<file path="src/rtl/cla_word_sequencer.sv">
// Multi-precision adder controller: streams WORD-bit slices (LSW first) through an external CLA, chaining carry.
// Latency NWORDS+1 cycles from accepted start to done; start is ignored while busy.
module cla_word_sequencer #(
  parameter int WORD   = 8,
  parameter int NWORDS = 4
) (
  input  logic                     clk,
  input  logic                     rst,
  input  logic                     start,
  input  logic [WORD*NWORDS-1:0]   a,
  input  logic [WORD*NWORDS-1:0]   b,
  input  logic                     cin,
  output logic                     busy,
  output logic                     done,
  output logic [WORD*NWORDS-1:0]   sum,
  output logic                     cout,
  output logic [WORD-1:0]          add_a,
  output logic [WORD-1:0]          add_b,
  output logic                     add_cin,
  input  logic [WORD-1:0]          add_w,
  input  logic                     add_cout
);

  localparam int IDXW = (NWORDS > 1) ? $clog2(NWORDS) : 1;

  typedef enum logic [1:0] {
    S_IDLE,
    S_RUN,
    S_DONE
  } state_t;

  state_t state;
  state_t state_nxt;

  logic [IDXW-1:0]                idx;
  logic [NWORDS-1:0][WORD-1:0]    a_q;
  logic [NWORDS-1:0][WORD-1:0]    b_q;
  logic [NWORDS-1:0][WORD-1:0]    sum_q;
  logic                           carry;
  logic                           cout_q;
  logic                           last;
  logic                           accept;

  assign last   = (idx == IDXW'(NWORDS - 1));
  assign accept = start && (state != S_RUN);

  always_ff @(posedge clk) begin
    if (rst) begin
      state <= S_IDLE;
    end else begin
      state <= state_nxt;
    end
  end

  always_comb begin
    state_nxt = state;
    case (state)
      S_IDLE:  if (start) state_nxt = S_RUN;
      S_RUN:   if (last) state_nxt = S_DONE;
      S_DONE:  state_nxt = start ? S_RUN : S_IDLE;
      default: state_nxt = S_IDLE;
    endcase
  end

  // Result slices land one per RUN edge; sum/cout are only touched in RUN so they hold across IDLE/DONE.
  always_ff @(posedge clk) begin
    if (rst) begin
      idx    <= '0;
      a_q    <= '0;
      b_q    <= '0;
      sum_q  <= '0;
      carry  <= 1'b0;
      cout_q <= 1'b0;
    end else if (accept) begin
      idx   <= '0;
      a_q   <= a;
      b_q   <= b;
      carry <= cin;
    end else if (state == S_RUN) begin
      sum_q[idx] <= add_w;
      carry      <= add_cout;
      if (last) begin
        cout_q <= add_cout;
        idx    <= '0;
      end else begin
        idx <= idx + 1'b1;
      end
    end
  end

  always_comb begin
    add_a   = '0;
    add_b   = '0;
    add_cin = 1'b0;
    if (state == S_RUN) begin
      add_a   = a_q[idx];
      add_b   = b_q[idx];
      add_cin = carry;
    end
  end

  assign busy = (state == S_RUN);
  assign done = (state == S_DONE);
  assign sum  = sum_q;
  assign cout = cout_q;

endmodule
</file>
<file path="config.mk">
export PLATFORM = sky130hd
export DESIGN_NAME = cla_word_sequencer
export DESIGN_NICKNAME = d
export VERILOG_FILES = /design/src/rtl/cla_word_sequencer.sv
export SDC_FILE = /design/constraint.sdc
export NUM_CORES = 1
export LEC_CHECK = 0
export CORE_UTILIZATION = 40
export CTS_CLUSTER_DIAMETER = 200
export CTS_CLUSTER_SIZE = 14
export DETAILED_ROUTE_END_ITERATION = 10
export MAX_ROUTING_LAYER = met4
export PLACE_DENSITY_LB_ADDON = 0.1
export SYNTH_ARGS = -nofsm -noshare
export SYNTH_HDL_FRONTEND = slang
export SYNTH_SLANG_ARGS = --single-unit
</file>
<file path="constraint.sdc">
create_clock -name clk -period 4.4 [get_ports clk]
set_input_delay 0.66 -clock clk [delete_from_list [all_inputs] [get_ports clk]]
set_output_delay 0.66 -clock clk [all_outputs]
set_load 0.05 [all_outputs]
</file>
==> results of run 1 <==
[cells in the final DEF (no fill, tap or decap), types with 2 or more instances in the layout]
| cell | instances |
|---|---|
| clkdlybuf4s50_1 | 126 |
| dfxtp_1 | 101 |
| a21oi_1 | 98 |
| nand2_1 | 67 |
| nand3_1 | 64 |
| o21ai_0 | 57 |
| mux2i_1 | 34 |
| o22ai_1 | 16 |
| clkbuf_8 | 9 |
| o21ai_1 | 7 |
| inv_6 | 4 |
| and3b_1 | 4 |
| nand3b_1 | 4 |
| nor2_1 | 4 |
| ha_1 | 4 |
| buf_4 | 4 |
| inv_1 | 2 |
| nand2_2 | 2 |
| nor3_1 | 2 |
| bufinv_16 | 2 |
[worst max-delay path, cell delays in order, from the launching register on]
cell	delay, ps
dfxtp_1	510
nand2b_2	140
inv_6	360
nand2_2	370
o22ai_1	310
clkdlybuf4s50_1	850
[metrics by stage]
| stage | std cells | power, mW | utilization |
|---|---|---|---|
| finish | 758 | 1.97 | 0.552 |
| global placement | 742 | 1.32 | 0.530 |
| detailed placement | 742 | 1.33 | 0.530 |
| CTS | 758 | 1.99 | 0.552 |
| floorplan | 526 | 1.21 | - |
| global route | 758 | 2.06 | 0.552 |
[routing by layer]
layer | vias to the layer above | track usage
li1 | 2028 | -
met1 | 1835 | 0.293
met2 | 115 | 0.327
met3 | 15 | 0.0448
met4 | 0 | 0.0724
met5 | - | -
[registers in the layout, summed over array words and instances (netlist names)]
signal  cells
a_q        32
carry       1
sum        32
state       2
cout        1
b_q        32
idx         2
[power groups by stage]
stage / clock network (mW) / logic (mW) / registers [mW]
global placement: 0 / 0.309 / 1.02
finish: 0.667 / 0.311 / 0.994
global route: 0.722 / 0.338 / 1.00
floorplan: 0 / 0.185 / 1.02
CTS: 0.683 / 0.313 / 0.995
detailed placement: 0 / 0.311 / 1.02
[final timing paths]
| path | from | end | slack [ps] | cells after the start |
|---|---|---|---|---|
| setup reg to reg | state[1] | idx[1] | 2670 | 4 |
| hold reg to reg | sum[26] | sum[26] | 460 | 2 |
| hold / removal | sum[26] | sum[26] | 460 | 2 |
| setup / recovery | state[0] | add_a[0] | 810 | 5 |
[area by class of cell]
type,instances,area share
clock buffers,9,0.0214
clock inverters,7,0.0178
inverters,4,0.00347
multi-input cells,369,0.350
flip-flops and latches,102,0.354
well taps,136,0.0295
repair buffers,131,0.224
[logic make-up (layout without fill, tap and decap cells)]
logic type | after synthesis | count (layout) | share of synthesized area
compound gates | 180 | 180 | 0.213
buf+inv | 55 | 151 | 0.0689
flops | 102 | 102 | 0.468
mux | 34 | 34 | 0.0781
fa+ha+maj | 4 | 4 | 0.0115
simple gates | 151 | 151 | 0.160
==> metrics.yaml, run 1 <==
status: "complete, no violations"
p_int_mw: 1.43
synthDistinctLibCells: 28
grt_max_degree: 103
routed_wl_um: 11700
synth.avg_cell_area_um2: 8.29
ys_top_cells_by_area: "dfxtp_1 47%, a21oi_1 11%, mux2i_1 7.8%"
wl_per_cell_um: 15.5
maxSlewHeadroom: 0.284
cts_resized: 0
vdd_drop_max_mv: 0.195
async_flop_share: 0
ant_nets: 0
m1WireLength_um: 5530
place_area_mm2: 0.00555
synth_flop_cell: "dfxtp_1"
max_freq_mhz: 279
drt_iter0_markers: 250
rsz0062_at_grt: "false"
vias_per_cell: 5.27
htree_levels: 3
fp.dieArea_mm2: 0.0113
cts_tree: "done"
synth_top_area_frac: 0.468
final_nets: 698
crit_type: "reg -> out"
worstMarginPinSlew_ps: 1070
std_cell_rows: 37
top_layer_used: "met4"
portBuffers: 128
dr_wl_met2_um: 5360
hold_slack_ps: 460
seqCellArea_mm2: 0.00204
p_clk_frac: 0.338
fillers: 1013
drv_slew: 0
area_delta_synth_final_pct: 32.5
gr-usage-all-layers: 0.218
die_height_um: 106
gp_congestion: 0.789
period_share: 0.816
yosysTopAreaCell: "dfxtp_1"
synth-edff-count: 0
worst-path-max-fanout: 71
start_util: 0.417
hold_viol: 0
clockRootBuffer: "clkbuf_8"
hold_path.class: "reg -> reg"
route.met3.wl_um: 668
finalSetupTns_ps: 0
die-width_um: 106
synth.yosys.seq_area_share: 0.468
cts_hold_buf: 0
grt_first_pass_wirelength_um: 19000
end_kind: "primary output"
drive_above_1_share: 0.0450
dp_slack_ps: 1250
post-cts-setup-buffers: 0
cts_buffer_depth: 2
startpoint_type: "register"
drv_cap: 0
grt_pass1_vias: 3800
path_clk_slew_ps: 110
io_pins: 129
power_density_mw_per_mm2: 342
synthesis.nets: 607
num_antenna_cells: 0
syn-cell-area_mm2: 0.00436
clk_latency_ps: 380
ys_warn_count: 0
synthTopCellsByCount: "102 x dfxtp_1, 98 x a21oi_1, 67 x nand2_1"
cts_made_buffers: 9
p_sw_mw: 0.545
finalClockSkew_ps: 17.7
setup_violations: 0
multi_input_area_mm2: 0.00202
ys_seq_elements: 102
synth_most_common_cell: "dfxtp_1"
min_period_ps: 3590
core_area_mm2: 0.0105
combinationalPowerShare: 0.158
required_ps: 3740
synthesis.instances: 526
worst_slack_ps: 812
vias: 3993
crit_arrival_ps: 2930
gr-total-overflow: 0
design_area_mm2: 0.00578
leakage_nw: 1.91
p_seq_frac: 0.504
switching_share: 0.276
drc_errors: 0
antenna_found_initial: 0
clock-sinks: 102
hpwlAfterDp_um: 7490
first_pass_iters: 5
Power figures use the tool's default switching activity.
==> inputs of run 2 (changes only) <==
Clock period 4.4 ns to 3.4 ns, I/O delays scaled along.
==> metrics.yaml, run 2 (synthesis gave the netlist of run 1 again) <==
status: "complete, no violations"
drv_cap: 0
design_area_mm2: 0.00593
cp_num_buf_inv: 2
leakage_nw: 1.99
dp_slack_ps: 956
multi_input_area_mm2: 0.00202
drc_errors: 0
post-cts-setup-buffers: 0
placed_cells: 742
cts_hold_buf: 0
area_delta_synth_final_pct: 36.0
seqCellArea_mm2: 0.00204
vdd_drop_max_mv: 0.232
p_sw_mw: 0.685
worstMarginPinSlew_ps: 1040
reg2reg_from: "idx[0]"
worst-path-max-fanout: 71
htree_levels: 3
finalSetupTns_ps: 0
grt_pass1_vias: 3826
start_util: 0.417
period_share: 0.843
startpoint_type: "register"
cts_tree: "done"
finalCoreUtilization: 0.567
rsz0062_at_grt: "false"
hold_path_end: "sum[19]"
layout_common_cells: "109 x clkdlybuf4s50_1, 101 x dfxtp_1, 98 x a21oi_1"
p_seq_frac: 0.503
crit_type: "reg -> out"
hold_viol: 0
cts_buffer_depth: 2
hpwlAfterDp_um: 7730
die-width_um: 106
portBuffers: 128
place_area_mm2: 0.00571
path_clk_slew_ps: 100
fp.dieArea_mm2: 0.0113
vias: 4050
hold_path.class: "reg -> reg"
combinationalPowerShare: 0.164
fin_cells: 758
wl_per_cell_um: 15.7
max_stage_delay_ps: 510
maxSlewHeadroom: 0.304
min_period_ps: 2860
switching_share: 0.268
worstHoldStart: "sum[19]"
crit_slowest_cell: "dfxtp_1"
final_common_cell: "clkdlybuf4s50_1"
vias_per_cell: 5.34
drt_iter0_markers: 197
cts_resized: 0
final_nets: 698
routed_wl_um: 11900
antenna_found_initial: 0
p_int_mw: 1.87
crit_arrival_ps: 2350
fillers: 993
num_antenna_cells: 0
rrSetupSlack_ps: 1680
required_ps: 2890
die_height_um: 106
power_density_mw_per_mm2: 431
first_pass_iters: 4
gp_congestion: 0.830
worst_slack_ps: 535
crit_family: "buffers and inverters"
drv_slew: 0
core_area_mm2: 0.0105
max_freq_mhz: 349
end_kind: "primary output"
gr-usage-all-layers: 0.219
std_cell_rows: 37
drive_above_1_share: 0.0707
clock-sinks: 102
ant_nets: 0
crit_chain: "nand2b_2 -> inv_6 -> nand2_2 -> o22ai_1 -> buf_12"
clockRootBuffer: "clkbuf_8"
timing.rr.end: "sum[28]"
gr-total-overflow: 0
grt_first_pass_wirelength_um: 19200
p_clk_frac: 0.333
cts_made_buffers: 9
grt_max_degree: 103
reg2reg_depth: 4
finalClockSkew_ps: 9.30
hold_depth: 2
io_pins: 129
clk_latency_ps: 360
cp.depth: 5
setup_violations: 0
-- run 2: changes by cell type in the layout (fill, tap and decap cells not counted), sizes merged --
cell / before / now
inv: 7 / 5
buf: 5 / 22
clkbuf: 9 / 11
clkdlybuf4s50: 126 / 109
-- run 2: worst max-delay path by stage --
| stage | endpoint | from |
|---|---|---|
| floorplan | add_a[2] | state[1] |
| global placement | add_a[5] | state[0] |
| detailed placement | add_b[7] | state[0] |
| CTS | add_b[7] | state[0] |
| global route | add_b[7] | state[0] |
| finish | add_b[7] | state[0] |
-- run 2: tightest hold or removal path: cells and delay by family, from the launching register on --
kind	cells	cell delay, ps
AO/OA/AOI/OAI	1	50
AND/OR/NAND/NOR	1	50
flip-flops	1	320
-- run 2: final cells by class --
type                       instances  area share
clock buffer                      11      0.0238
clock inverter                     5      0.0137
inverter                           4     0.00338
multi-input combinational        369       0.341
sequential                       102       0.345
tap                              136      0.0287
timing repair buffer             131       0.245
-- run 2: metrics by stage --
stage / power [mW] / hold WS, ps
after floorplan: 1.56 / 453
after global placement: 1.73 / 442
after detailed placement: 1.73 / 448
after CTS: 2.58 / 462
after global routing: 2.67 / 483
final: 2.56 / 458
-- run 2: power by group through the flow --
stage                     sequential [mW]  clock (mW)  combinational [mW]
final                                1.29       0.851               0.419
after global routing                 1.29       0.920               0.455
after CTS                            1.29       0.867               0.421
after detailed placement             1.32           0               0.419
after global placement               1.31           0               0.415
after floorplan                      1.33           0               0.240
-- run 2: metal layers --
layer / part of all wire / vias up / global-route usage
met4: 0.016 / 0 / 0.0724
met1: 0.47 / 1906 / 0.292
met5: 0 / - / -
met2: 0.47 / 106 / 0.338
met3: 0.046 / 14 / 0.0343
li1: - / 2024 / -
==> inputs of run 3 (changes only) <==
Clock period 3.4 ns to 2.45 ns, I/O delays scaled along.
==> metrics.yaml, run 3 (synthesis gave the netlist of run 1 again) <==
status: "complete, no violations"
die_height_um: 106
num_antenna_cells: 0
hold_depth: 2
finalCoreUtilization: 0.576
hold_viol: 0
fin_cells: 762
drt_iter0_markers: 236
hpwlAfterDp_um: 7880
grt_first_pass_wirelength_um: 19000
cts_hold_buf: 0
first_pass_iters: 4
vdd_drop_max_mv: 0.274
std_cell_rows: 37
dp_slack_ps: 381
total_power_mw: 3.44
setup_violations: 0
drv_cap: 0
startpoint: "state[0]"
gr-total-overflow: 0
power_density_mw_per_mm2: 570
reg2reg_from: "state[1]"
fillers: 968
cts_tree: "done"
clockRootBuffer: "clkbuf_8"
wl_per_cell_um: 15.5
max_freq_mhz: 429
grt_pass1_vias: 3765
start_util: 0.417
die-width_um: 106
required_ps: 2080
crit_type: "reg -> out"
drc_errors: 0
cts_made_buffers: 9
worstHoldStart: "sum[27]"
hold_slack_ps: 457
min_period_ps: 2330
ant_nets: 0
final_nets: 702
core_area_mm2: 0.0105
seqCellArea_mm2: 0.00204
vias: 4131
clk_latency_ps: 360
crit_arrival_ps: 1960
gr-usage-all-layers: 0.218
drv_slew: 0
final_common_cell: "clkdlybuf4s50_1"
grt_max_degree: 68
finalClockSkew_ps: 16.8
placed_cells: 746
portBuffers: 128
drive_above_1_share: 0.0863
period_share: 0.951
vias_per_cell: 5.42
layout_common_cells: "108 x clkdlybuf4s50_1, 101 x dfxtp_1, 98 x a21oi_1"
startpoint_type: "register"
fp.dieArea_mm2: 0.0113
path_clk_slew_ps: 100
worst_slack_ps: 120
io_pins: 129
antenna_found_initial: 0
reg2reg_depth: 4
hold_path.class: "reg -> reg"
gp_congestion: 0.828
htree_levels: 3
leakage_nw: 2.03
worst-path-max-fanout: 33
multi_input_area_mm2: 0.00207
maxSlewHeadroom: 0.534
worstMarginPinSlew_ps: 699
cts_buffer_depth: 2
clock-sinks: 102
routed_wl_um: 11800
end_kind: "primary output"
area_delta_synth_final_pct: 38.3
## run 3: cell type report
cell class | count | area share
multi-input combinational | 369 | 0.343
sequential | 102 | 0.339
timing repair buffer | 135 | 0.255
clock inverter | 5 | 0.00996
clock buffer | 11 | 0.0218
inverter | 4 | 0.00332
tap | 136 | 0.0282
## run 3: worst max-delay path: stages, from the launching register on
cell,delay [ps]
dfxtp_1,510
nand2b_2,150
inv_6,220
nand2_4,210
o22ai_1,340
buf_12,180
## run 3: final timing paths
path	endpoint	slack [ps]
setup / recovery	add_b[6]	120
hold / removal	sum[27]	460
setup reg to reg	idx[1]	750
hold reg to reg	sum[27]	460
## run 3: report_power, final
part / total [mW] / switching [mW] / internal, mW
registers: 1.78 / 0.0409 / 1.74
clock network: 1.05 / 0.569 / 0.476
logic: 0.616 / 0.342 / 0.274
total: 3.44 / 0.952 / 2.49
## run 3: layer usage
metal | wire [µm] | global-route usage | up-vias
met4 | 146 | 0.0754 | 0
met1 | 5330 | 0.288 | 1947
met2 | 5620 | 0.334 | 139
met3 | 750 | 0.0392 | 10
met5 | 0 | - | -
li1 | - | - | 2035
## run 3: what timing repair did
action / CTS / global route
buffers inserted: 0 / 0
endpoints found under the setup margin: 2 / 17
pin swaps: 0 / 0
resized for setup: 1 / 8
## run 3: stage by stage
step	cell area, µm²	TNS, ps
CTS	5980	-25.8
floorplan	4360	0
global placement	5780	0
finish	6030	0
global route	6030	-3.37
detailed placement	5780	0
